**src/rtl/pipelined_control_unit_if.sv**
```systemverilog
// rtl/pipelined_control_unit_if.sv - ID-stage inputs and stage-local control outputs of the control unit
//
// master : pipeline/datapath side, drives the ID-stage instruction fields and flush
// slave  : control unit, returns stall/illegal and the EX, MEM and WB control bundles
interface pipelined_control_unit_if #(
    parameter int REG_ADDR_W = 5,
    parameter int ALUOP_W    = 3
);
    logic                  id_valid;
    logic [5:0]            id_opcode;
    logic [REG_ADDR_W-1:0] id_rs;
    logic [REG_ADDR_W-1:0] id_rt;
    logic                  flush;

    logic                  stall_o;
    logic                  illegal_o;

    logic                  ex_reg_dst;
    logic                  ex_alu_src;
    logic                  ex_branch;
    logic                  ex_branch_ne;
    logic                  ex_jump;
    logic [ALUOP_W-1:0]    ex_alu_op;
    logic [REG_ADDR_W-1:0] ex_rt;
    logic                  ex_mem_read;
    logic                  ex_mem_write;
    logic                  ex_mem_to_reg;
    logic                  ex_reg_write;
    logic                  ex_jal;

    logic                  mem_mem_read;
    logic                  mem_mem_write;
    logic                  mem_mem_to_reg;
    logic                  mem_reg_write;
    logic                  mem_jal;

    logic                  wb_mem_to_reg;
    logic                  wb_reg_write;
    logic                  wb_jal;

    modport master (
        output id_valid, id_opcode, id_rs, id_rt, flush,
        input  stall_o, illegal_o,
        input  ex_reg_dst, ex_alu_src, ex_branch, ex_branch_ne, ex_jump, ex_alu_op, ex_rt,
        input  ex_mem_read, ex_mem_write, ex_mem_to_reg, ex_reg_write, ex_jal,
        input  mem_mem_read, mem_mem_write, mem_mem_to_reg, mem_reg_write, mem_jal,
        input  wb_mem_to_reg, wb_reg_write, wb_jal
    );

    modport slave (
        input  id_valid, id_opcode, id_rs, id_rt, flush,
        output stall_o, illegal_o,
        output ex_reg_dst, ex_alu_src, ex_branch, ex_branch_ne, ex_jump, ex_alu_op, ex_rt,
        output ex_mem_read, ex_mem_write, ex_mem_to_reg, ex_reg_write, ex_jal,
        output mem_mem_read, mem_mem_write, mem_mem_to_reg, mem_reg_write, mem_jal,
        output wb_mem_to_reg, wb_reg_write, wb_jal
    );
endinterface

```
**src/rtl/pipelined_control_unit.sv**
```systemverilog
// rtl/pipelined_control_unit.sv - MIPS control decoder with ID/EX, EX/MEM, MEM/WB control registers
//
// CLK   : rising-edge clock
// RST_N : asynchronous active-low reset, clears every registered control
// bus   : slave side of pipelined_control_unit_if
//         in  id_valid, id_opcode, id_rs, id_rt, flush
//         out stall_o (combinational load-use stall), illegal_o (one-cycle pulse),
//             ex_*, mem_*, wb_* stage controls
module pipelined_control_unit #(
    parameter int REG_ADDR_W = 5,
    parameter int ALUOP_W    = 3,
    parameter int HAZARD_EN  = 1,
    parameter int BNE_EN     = 1
) (
    input logic                     CLK,
    input logic                     RST_N,
    pipelined_control_unit_if.slave bus
);

    localparam logic [5:0] OP_RTYPE = 6'b000000;
    localparam logic [5:0] OP_J     = 6'b000010;
    localparam logic [5:0] OP_JAL   = 6'b000011;
    localparam logic [5:0] OP_BEQ   = 6'b000100;
    localparam logic [5:0] OP_BNE   = 6'b000101;
    localparam logic [5:0] OP_ADDI  = 6'b001000;
    localparam logic [5:0] OP_ANDI  = 6'b001100;
    localparam logic [5:0] OP_ORI   = 6'b001101;
    localparam logic [5:0] OP_LUI   = 6'b001111;
    localparam logic [5:0] OP_LW    = 6'b100011;
    localparam logic [5:0] OP_SW    = 6'b101011;

    typedef struct packed {
        logic               reg_dst;
        logic               alu_src;
        logic               branch;
        logic               branch_ne;
        logic               jump;
        logic [ALUOP_W-1:0] alu_op;
        logic               mem_read;
        logic               mem_write;
        logic               mem_to_reg;
        logic               reg_write;
        logic               jal;
    } ctrl_t;

    typedef struct packed {
        logic mem_read;
        logic mem_write;
        logic mem_to_reg;
        logic reg_write;
        logic jal;
    } mem_ctrl_t;

    typedef struct packed {
        logic mem_to_reg;
        logic reg_write;
        logic jal;
    } wb_ctrl_t;

    ctrl_t                 dec;
    logic                  dec_legal;
    logic                  hz;
    logic                  bubble;

    ctrl_t                 ex_q;
    logic [REG_ADDR_W-1:0] ex_rt_q;
    mem_ctrl_t             mem_q;
    wb_ctrl_t              wb_q;
    logic                  illegal_q;

    // Every field starts at 0 so each opcode only names the bits it sets.
    always_comb begin
        dec       = '0;
        dec_legal = 1'b1;
        case (bus.id_opcode)
            OP_RTYPE: begin
                dec.reg_dst   = 1'b1;
                dec.reg_write = 1'b1;
                dec.alu_op    = ALUOP_W'(3'b010);
            end
            OP_LW: begin
                dec.alu_src    = 1'b1;
                dec.mem_read   = 1'b1;
                dec.mem_to_reg = 1'b1;
                dec.reg_write  = 1'b1;
            end
            OP_SW: begin
                dec.alu_src   = 1'b1;
                dec.mem_write = 1'b1;
            end
            OP_BEQ: begin
                dec.branch = 1'b1;
                dec.alu_op = ALUOP_W'(3'b001);
            end
            OP_BNE: begin
                if (BNE_EN != 0) begin
                    dec.branch    = 1'b1;
                    dec.branch_ne = 1'b1;
                    dec.alu_op    = ALUOP_W'(3'b001);
                end else begin
                    dec_legal = 1'b0;
                end
            end
            OP_J: begin
                dec.jump = 1'b1;
            end
            OP_JAL: begin
                dec.jump      = 1'b1;
                dec.jal       = 1'b1;
                dec.reg_write = 1'b1;
            end
            OP_ADDI: begin
                dec.alu_src   = 1'b1;
                dec.reg_write = 1'b1;
            end
            OP_ANDI: begin
                dec.alu_src   = 1'b1;
                dec.reg_write = 1'b1;
                dec.alu_op    = ALUOP_W'(3'b100);
            end
            OP_ORI: begin
                dec.alu_src   = 1'b1;
                dec.reg_write = 1'b1;
                dec.alu_op    = ALUOP_W'(3'b011);
            end
            OP_LUI: begin
                dec.alu_src   = 1'b1;
                dec.reg_write = 1'b1;
                dec.alu_op    = ALUOP_W'(3'b101);
            end
            default: begin
                dec_legal = 1'b0;
            end
        endcase
    end

    // A load in EX whose rt feeds the ID instruction. rt=0 is not excluded:
    // a load to $zero stalls conservatively.
    assign hz = (HAZARD_EN != 0) && bus.id_valid && ex_q.mem_read &&
                ((ex_rt_q == bus.id_rs) || (ex_rt_q == bus.id_rt));

    // A taken branch kills the ID instruction, so there is nothing left to stall.
    assign bus.stall_o = hz && !bus.flush;

    assign bubble = !bus.id_valid || bus.flush || hz || !dec_legal;

    // Only ID/EX reacts to stall; the older stages always drain so the load
    // moves on to MEM and the held instruction sees no hazard next cycle.
    always_ff @(posedge CLK or negedge RST_N) begin
        if (!RST_N) begin
            ex_q      <= '0;
            ex_rt_q   <= '0;
            mem_q     <= '0;
            wb_q      <= '0;
            illegal_q <= 1'b0;
        end else begin
            if (bubble) begin
                ex_q    <= '0;
                ex_rt_q <= '0;
            end else begin
                ex_q    <= dec;
                ex_rt_q <= bus.id_rt;
            end
            illegal_q <= bus.id_valid && !bus.flush && !hz && !dec_legal;

            mem_q.mem_read   <= ex_q.mem_read;
            mem_q.mem_write  <= ex_q.mem_write;
            mem_q.mem_to_reg <= ex_q.mem_to_reg;
            mem_q.reg_write  <= ex_q.reg_write;
            mem_q.jal        <= ex_q.jal;

            wb_q.mem_to_reg <= mem_q.mem_to_reg;
            wb_q.reg_write  <= mem_q.reg_write;
            wb_q.jal        <= mem_q.jal;
        end
    end

    assign bus.illegal_o      = illegal_q;

    assign bus.ex_reg_dst     = ex_q.reg_dst;
    assign bus.ex_alu_src     = ex_q.alu_src;
    assign bus.ex_branch      = ex_q.branch;
    assign bus.ex_branch_ne   = ex_q.branch_ne;
    assign bus.ex_jump        = ex_q.jump;
    assign bus.ex_alu_op      = ex_q.alu_op;
    assign bus.ex_rt          = ex_rt_q;
    assign bus.ex_mem_read    = ex_q.mem_read;
    assign bus.ex_mem_write   = ex_q.mem_write;
    assign bus.ex_mem_to_reg  = ex_q.mem_to_reg;
    assign bus.ex_reg_write   = ex_q.reg_write;
    assign bus.ex_jal         = ex_q.jal;

    assign bus.mem_mem_read   = mem_q.mem_read;
    assign bus.mem_mem_write  = mem_q.mem_write;
    assign bus.mem_mem_to_reg = mem_q.mem_to_reg;
    assign bus.mem_reg_write  = mem_q.reg_write;
    assign bus.mem_jal        = mem_q.jal;

    assign bus.wb_mem_to_reg  = wb_q.mem_to_reg;
    assign bus.wb_reg_write   = wb_q.reg_write;
    assign bus.wb_jal         = wb_q.jal;

endmodule

```
**src/flat_wrapper.sv**
```systemverilog
// flat-port wrapper written by rule: the top's interface ports become plain ports
module pipelined_control_unit_flat 
#(
    parameter int REG_ADDR_W = 5,
    parameter int ALUOP_W    = 3,
    parameter int HAZARD_EN  = 1,
    parameter int BNE_EN     = 1
)
  (CLK, RST_N, bus_id_valid, bus_id_opcode, bus_id_rs, bus_id_rt, bus_flush, bus_stall_o, bus_illegal_o, bus_ex_reg_dst, bus_ex_alu_src, bus_ex_branch, bus_ex_branch_ne, bus_ex_jump, bus_ex_alu_op, bus_ex_rt, bus_ex_mem_read, bus_ex_mem_write, bus_ex_mem_to_reg, bus_ex_reg_write, bus_ex_jal, bus_mem_mem_read, bus_mem_mem_write, bus_mem_mem_to_reg, bus_mem_reg_write, bus_mem_jal, bus_wb_mem_to_reg, bus_wb_reg_write, bus_wb_jal);
  pipelined_control_unit_if #(.REG_ADDR_W(REG_ADDR_W), .ALUOP_W(ALUOP_W)) bus_i ();
  input logic CLK;
  input logic RST_N;
  input wire logic [$bits(bus_i.id_valid)-1:0] bus_id_valid;
  input wire logic [$bits(bus_i.id_opcode)-1:0] bus_id_opcode;
  input wire logic [$bits(bus_i.id_rs)-1:0] bus_id_rs;
  input wire logic [$bits(bus_i.id_rt)-1:0] bus_id_rt;
  input wire logic [$bits(bus_i.flush)-1:0] bus_flush;
  output wire logic [$bits(bus_i.stall_o)-1:0] bus_stall_o;
  output wire logic [$bits(bus_i.illegal_o)-1:0] bus_illegal_o;
  output wire logic [$bits(bus_i.ex_reg_dst)-1:0] bus_ex_reg_dst;
  output wire logic [$bits(bus_i.ex_alu_src)-1:0] bus_ex_alu_src;
  output wire logic [$bits(bus_i.ex_branch)-1:0] bus_ex_branch;
  output wire logic [$bits(bus_i.ex_branch_ne)-1:0] bus_ex_branch_ne;
  output wire logic [$bits(bus_i.ex_jump)-1:0] bus_ex_jump;
  output wire logic [$bits(bus_i.ex_alu_op)-1:0] bus_ex_alu_op;
  output wire logic [$bits(bus_i.ex_rt)-1:0] bus_ex_rt;
  output wire logic [$bits(bus_i.ex_mem_read)-1:0] bus_ex_mem_read;
  output wire logic [$bits(bus_i.ex_mem_write)-1:0] bus_ex_mem_write;
  output wire logic [$bits(bus_i.ex_mem_to_reg)-1:0] bus_ex_mem_to_reg;
  output wire logic [$bits(bus_i.ex_reg_write)-1:0] bus_ex_reg_write;
  output wire logic [$bits(bus_i.ex_jal)-1:0] bus_ex_jal;
  output wire logic [$bits(bus_i.mem_mem_read)-1:0] bus_mem_mem_read;
  output wire logic [$bits(bus_i.mem_mem_write)-1:0] bus_mem_mem_write;
  output wire logic [$bits(bus_i.mem_mem_to_reg)-1:0] bus_mem_mem_to_reg;
  output wire logic [$bits(bus_i.mem_reg_write)-1:0] bus_mem_reg_write;
  output wire logic [$bits(bus_i.mem_jal)-1:0] bus_mem_jal;
  output wire logic [$bits(bus_i.wb_mem_to_reg)-1:0] bus_wb_mem_to_reg;
  output wire logic [$bits(bus_i.wb_reg_write)-1:0] bus_wb_reg_write;
  output wire logic [$bits(bus_i.wb_jal)-1:0] bus_wb_jal;
  assign bus_i.id_valid = bus_id_valid;
  assign bus_i.id_opcode = bus_id_opcode;
  assign bus_i.id_rs = bus_id_rs;
  assign bus_i.id_rt = bus_id_rt;
  assign bus_i.flush = bus_flush;
  assign bus_stall_o = bus_i.stall_o;
  assign bus_illegal_o = bus_i.illegal_o;
  assign bus_ex_reg_dst = bus_i.ex_reg_dst;
  assign bus_ex_alu_src = bus_i.ex_alu_src;
  assign bus_ex_branch = bus_i.ex_branch;
  assign bus_ex_branch_ne = bus_i.ex_branch_ne;
  assign bus_ex_jump = bus_i.ex_jump;
  assign bus_ex_alu_op = bus_i.ex_alu_op;
  assign bus_ex_rt = bus_i.ex_rt;
  assign bus_ex_mem_read = bus_i.ex_mem_read;
  assign bus_ex_mem_write = bus_i.ex_mem_write;
  assign bus_ex_mem_to_reg = bus_i.ex_mem_to_reg;
  assign bus_ex_reg_write = bus_i.ex_reg_write;
  assign bus_ex_jal = bus_i.ex_jal;
  assign bus_mem_mem_read = bus_i.mem_mem_read;
  assign bus_mem_mem_write = bus_i.mem_mem_write;
  assign bus_mem_mem_to_reg = bus_i.mem_mem_to_reg;
  assign bus_mem_reg_write = bus_i.mem_reg_write;
  assign bus_mem_jal = bus_i.mem_jal;
  assign bus_wb_mem_to_reg = bus_i.wb_mem_to_reg;
  assign bus_wb_reg_write = bus_i.wb_reg_write;
  assign bus_wb_jal = bus_i.wb_jal;
  pipelined_control_unit #(.REG_ADDR_W(REG_ADDR_W), .ALUOP_W(ALUOP_W), .HAZARD_EN(HAZARD_EN), .BNE_EN(BNE_EN)) u_core (.CLK(CLK), .RST_N(RST_N), .bus(bus_i));
endmodule
```
**config.mk**
```make
export PLATFORM = sky130hd
export DESIGN_NAME = pipelined_control_unit_flat
export DESIGN_NICKNAME = d
export VERILOG_FILES = /design/src/rtl/pipelined_control_unit_if.sv /design/src/rtl/pipelined_control_unit.sv /design/src/flat_wrapper.sv
export SDC_FILE = /design/constraint.sdc
export NUM_CORES = 1
export LEC_CHECK = 0
export CAP_MARGIN = 20
export CORE_ASPECT_RATIO = 1.5
export CORE_MARGIN = 3
export CORE_UTILIZATION = 40
export DETAILED_ROUTE_END_ITERATION = 10
export MAX_ROUTING_LAYER = met4
export PLACE_DENSITY_LB_ADDON = 0.25
export SYNTH_ARGS = -nofsm -noshare
export SYNTH_HDL_FRONTEND = slang
export SYNTH_SLANG_ARGS = --single-unit
export TNS_END_PERCENT = 20
```
**constraint.sdc**
```tcl
create_clock -name CLK -period 1.95 [get_ports CLK]
set_input_delay 0.39 -clock CLK [delete_from_list [all_inputs] [get_ports CLK]]
set_output_delay 0.39 -clock CLK [all_outputs]
set_load 0.05 [all_outputs]
```
==> flow_metrics.env <==
export IMPL_arrival_ps=1610
export IMPL_synthCells=105
export IMPL_grt_overflow=0
export IMPL_fin_worst_skew_ps=4.54
export IMPL_finalCritPeriodShare_pct=103
export IMPL_p_leak_nw=0.798
export IMPL_hold_viol_final=0
export IMPL_drive_above_1_share_pct=24.6
export IMPL_cts_sinks=25
export IMPL_max_clock_freq_ghz=0.500
export IMPL_synth_top_cell_area_share_pct=54.6
export IMPL_crit_start="bus_id_valid"
export IMPL_cts_tree="built"
export IMPL_wire_per_inst_um=13.4
export IMPL_ff2ff_setup_slack_ps=180
export IMPL_ant_nets=0
export IMPL_die_area_um2=3550
export IMPL_setup_viol=1
export IMPL_end_kind="output port"
export IMPL_internal_power_w=0.000759
export IMPL_antenna_found_initial=0
export IMPL_timing_rr_start="u_core.bus.ex_rt[4]"
export IMPL_p_sw_share_pct=25.8
export IMPL_netlist_area_um2=1140
export IMPL_p_seq_share_pct=51.5
export IMPL_final_core_util_pct=69.3
export IMPL_slew_headroom_pct=65.5
export IMPL_reg2reg_depth=8
export IMPL_placeableCoreArea_um2=2710
export IMPL_violations="setup timing"
export IMPL_start_kind="primary input"
export IMPL_ys_seq_elements=25
export IMPL_start_util_pct=42.3
export IMPL_largest_register_ffs=5
export IMPL_tightest_slew_ps=516
export IMPL_path_clk_slew_ps=90
export IMPL_synthDistinctLibCells=26
export IMPL_die_h_um=71.5
export IMPL_yosysMostFrequentCell="dfrtp_1"
export IMPL_cts_htree_levels=1
export IMPL_first_pass_iters=3
export IMPL_grt_pass1_wl_um=4870
export IMPL_n_fill_cell=219
export IMPL_synthTopCellsByCount="25 x dfrtp_1, 11 x nor2_1, 11 x xnor2_1"
export IMPL_worst_slack_ps=-50.8
export IMPL_outcome="finished with violations"
export IMPL_worst_endpoint_required_ps=1560
export IMPL_fin_crit_ps=2000
export IMPL_whs_ps=377
export IMPL_cts_root_buffer="clkbuf_8"
export IMPL_hold_path_class="flop to flop"
export IMPL_dp_hpwl_um=2190
export IMPL_syn2layout_area_growth_pct=63.7
export IMPL_syn_avg_cell_area_um2=10.9
export IMPL_worstSetupPathType="primary input to output port"
export IMPL_pwr_share_clk_pct=30.9
export IMPL_fp_row_count=23
export IMPL_synth_area_leaders="dfrtp_1 55%, xnor2_1 8.4%, nor2_1 3.6%"
export IMPL_yosysWarnings=0
export IMPL_timing_rr_end="u_core.bus.ex_jal"
export IMPL_vias=1007
export IMPL_power_share_combinational_pct=17.6
export IMPL_finalSetupTns_ps=-50.8
export IMPL_insertedDiodeCount=0
export IMPL_clockBufferDepth=2
export IMPL_async_flop_share_pct=100
export IMPL_maxSlewViolCount=0
export IMPL_max_vdd_ir_drop_mv=0.588
export IMPL_cts_buffers=3
export IMPL_cts_hold_buf=0
export IMPL_synthesis_nets=125
export IMPL_fp_dieW_um=49.7
export IMPL_io_pins=48
export IMPL_drtIter0Drc=18
export IMPL_nets=192
export IMPL_crit_end="bus_stall_o"
export IMPL_vias_per_cell=4.84
export IMPL_cp_max_fo=3
export IMPL_track_usage_pct=17.9
export IMPL_place_congestion=0.843
export IMPL_synth_top_cell_by_area="dfrtp_1"
export IMPL_drc=0
export IMPL_maxCapViolCount=0
export IMPL_p_sw_w=0.000263
export IMPL_grt_pass1_vias=1076
export IMPL_rsz0062_at_grt="true"
export IMPL_grt_max_degree=26
export IMPL_clk_insertion_delay_late_ps=260
export IMPL_synth_main_ff_cell="dfrtp_1"
export IMPL_routed_wl_um=2780
export IMPL_powerDensity_nw_per_um2=545
export IMPL_port_buffers=47
export IMPL_ys_seq_area_share_pct=54.6
export IMPL_power_w=0.00102
export IMPL_synth_enable_flop_cells=0
-- layout by cell type (no fill, tap or decap) --
cell	n
clkbuf_8	3
inv_6	1
and2_1	1
nand4_1	2
nor2b_1	4
o221ai_2	1
a22oi_4	1
nor3_1	8
nor2_1	11
nor2b_4	1
dfrtp_2	6
a22o_1	1
nor3b_2	1
xnor2_2	3
buf_4	21
dfrtp_1	19
nor4_1	5
clkdlybuf4s50_1	36
and3_4	1
a211oi_1	1
nand2b_1	4
o21bai_4	1
inv_1	1
nand2_1	8
o22ai_4	1
buf_12	1
nand3_1	5
xnor2_1	8
a21oi_1	2
o21ai_0	2
dlygate4sd2_1	9
o21bai_1	1
dlymetal6s2s_1	1
-- final cells by class --
cell class | count | area (µm²) | share of cell area, %
clock inverters | 1 | 8.76 | 0.467
multi-input cells | 73 | 512 | 27.3
well taps | 37 | 46.3 | 2.47
repair buffers | 68 | 629 | 33.6
clock buffers | 3 | 41.3 | 2.20
flip-flops and latches | 25 | 633 | 33.8
inverters | 1 | 3.75 | 0.200
-- cells by family (layout without fill, tap and decap cells) --
kind of cell    Yosys count  after routing  share of synthesized area (%)
compound gates           11             11                           9.73
flops                    25             25                           54.6
xor+xnor                 11             11                           8.42
simple gates             51             51                           23.3
buf+inv                   7             73                           3.93
-- critical path: stages --
cell and delay (ps):
clkdlybuf4s50_1 520, nand3_1 170, o22ai_4 200, nor2b_4 200, buf_12 140
-- per-stage QoR --
step | setup slack [ps] | area, µm² | cells
finish | -50.8 | 1870 | 208
floorplan | 23.8 | 1170 | 105
global route | -122 | 1870 | 208
CTS | -36.9 | 1840 | 206
detailed placement | -187 | 1770 | 198
global placement | -154 | 1770 | 198
-- worst min-delay path by stage --
stage	startpoint	end	slack, ps	depth (start not counted)
2_1_floorplan	RST_N	u_core.bus.ex_alu_op[0]	90	0
3_3_place_gp	u_core.bus.mem_jal	u_core.bus.wb_jal	360	0
3_5_place_dp	u_core.bus.ex_mem_write	u_core.bus.mem_mem_write	360	0
4_1_cts	u_core.bus.ex_mem_write	u_core.bus.mem_mem_write	380	0
5_1_grt	u_core.bus.ex_reg_write	u_core.bus.mem_reg_write	400	0
6_report	u_core.bus.ex_mem_write	u_core.bus.mem_mem_write	380	0
-- power groups by stage --
stage               clock (W)  sequential, W  combinational [W]
finish               0.000316       0.000527           0.000180
floorplan                   0       0.000556          0.0000675
CTS                  0.000324       0.000527           0.000176
global placement            0       0.000537           0.000174
global route         0.000358       0.000528           0.000194
detailed placement          0       0.000537           0.000179
-- what timing repair did --
action	4_1_cts	5_1_grt
pin swaps	12	5
gates resized for setup	10	3
setup endpoints to repair	1	1
setup buffers	4	2
-- routing by layer --
layer	vias to the layer above	track usage [%]	part of all wire, %
met5	-	-	0
met1	489	19.5	38
met3	2	2.70	3.8
met2	24	33.0	58
li1	492	-	-
met4	0	5.23	0.68
Note: power is estimated with default switching activity, not from simulation.
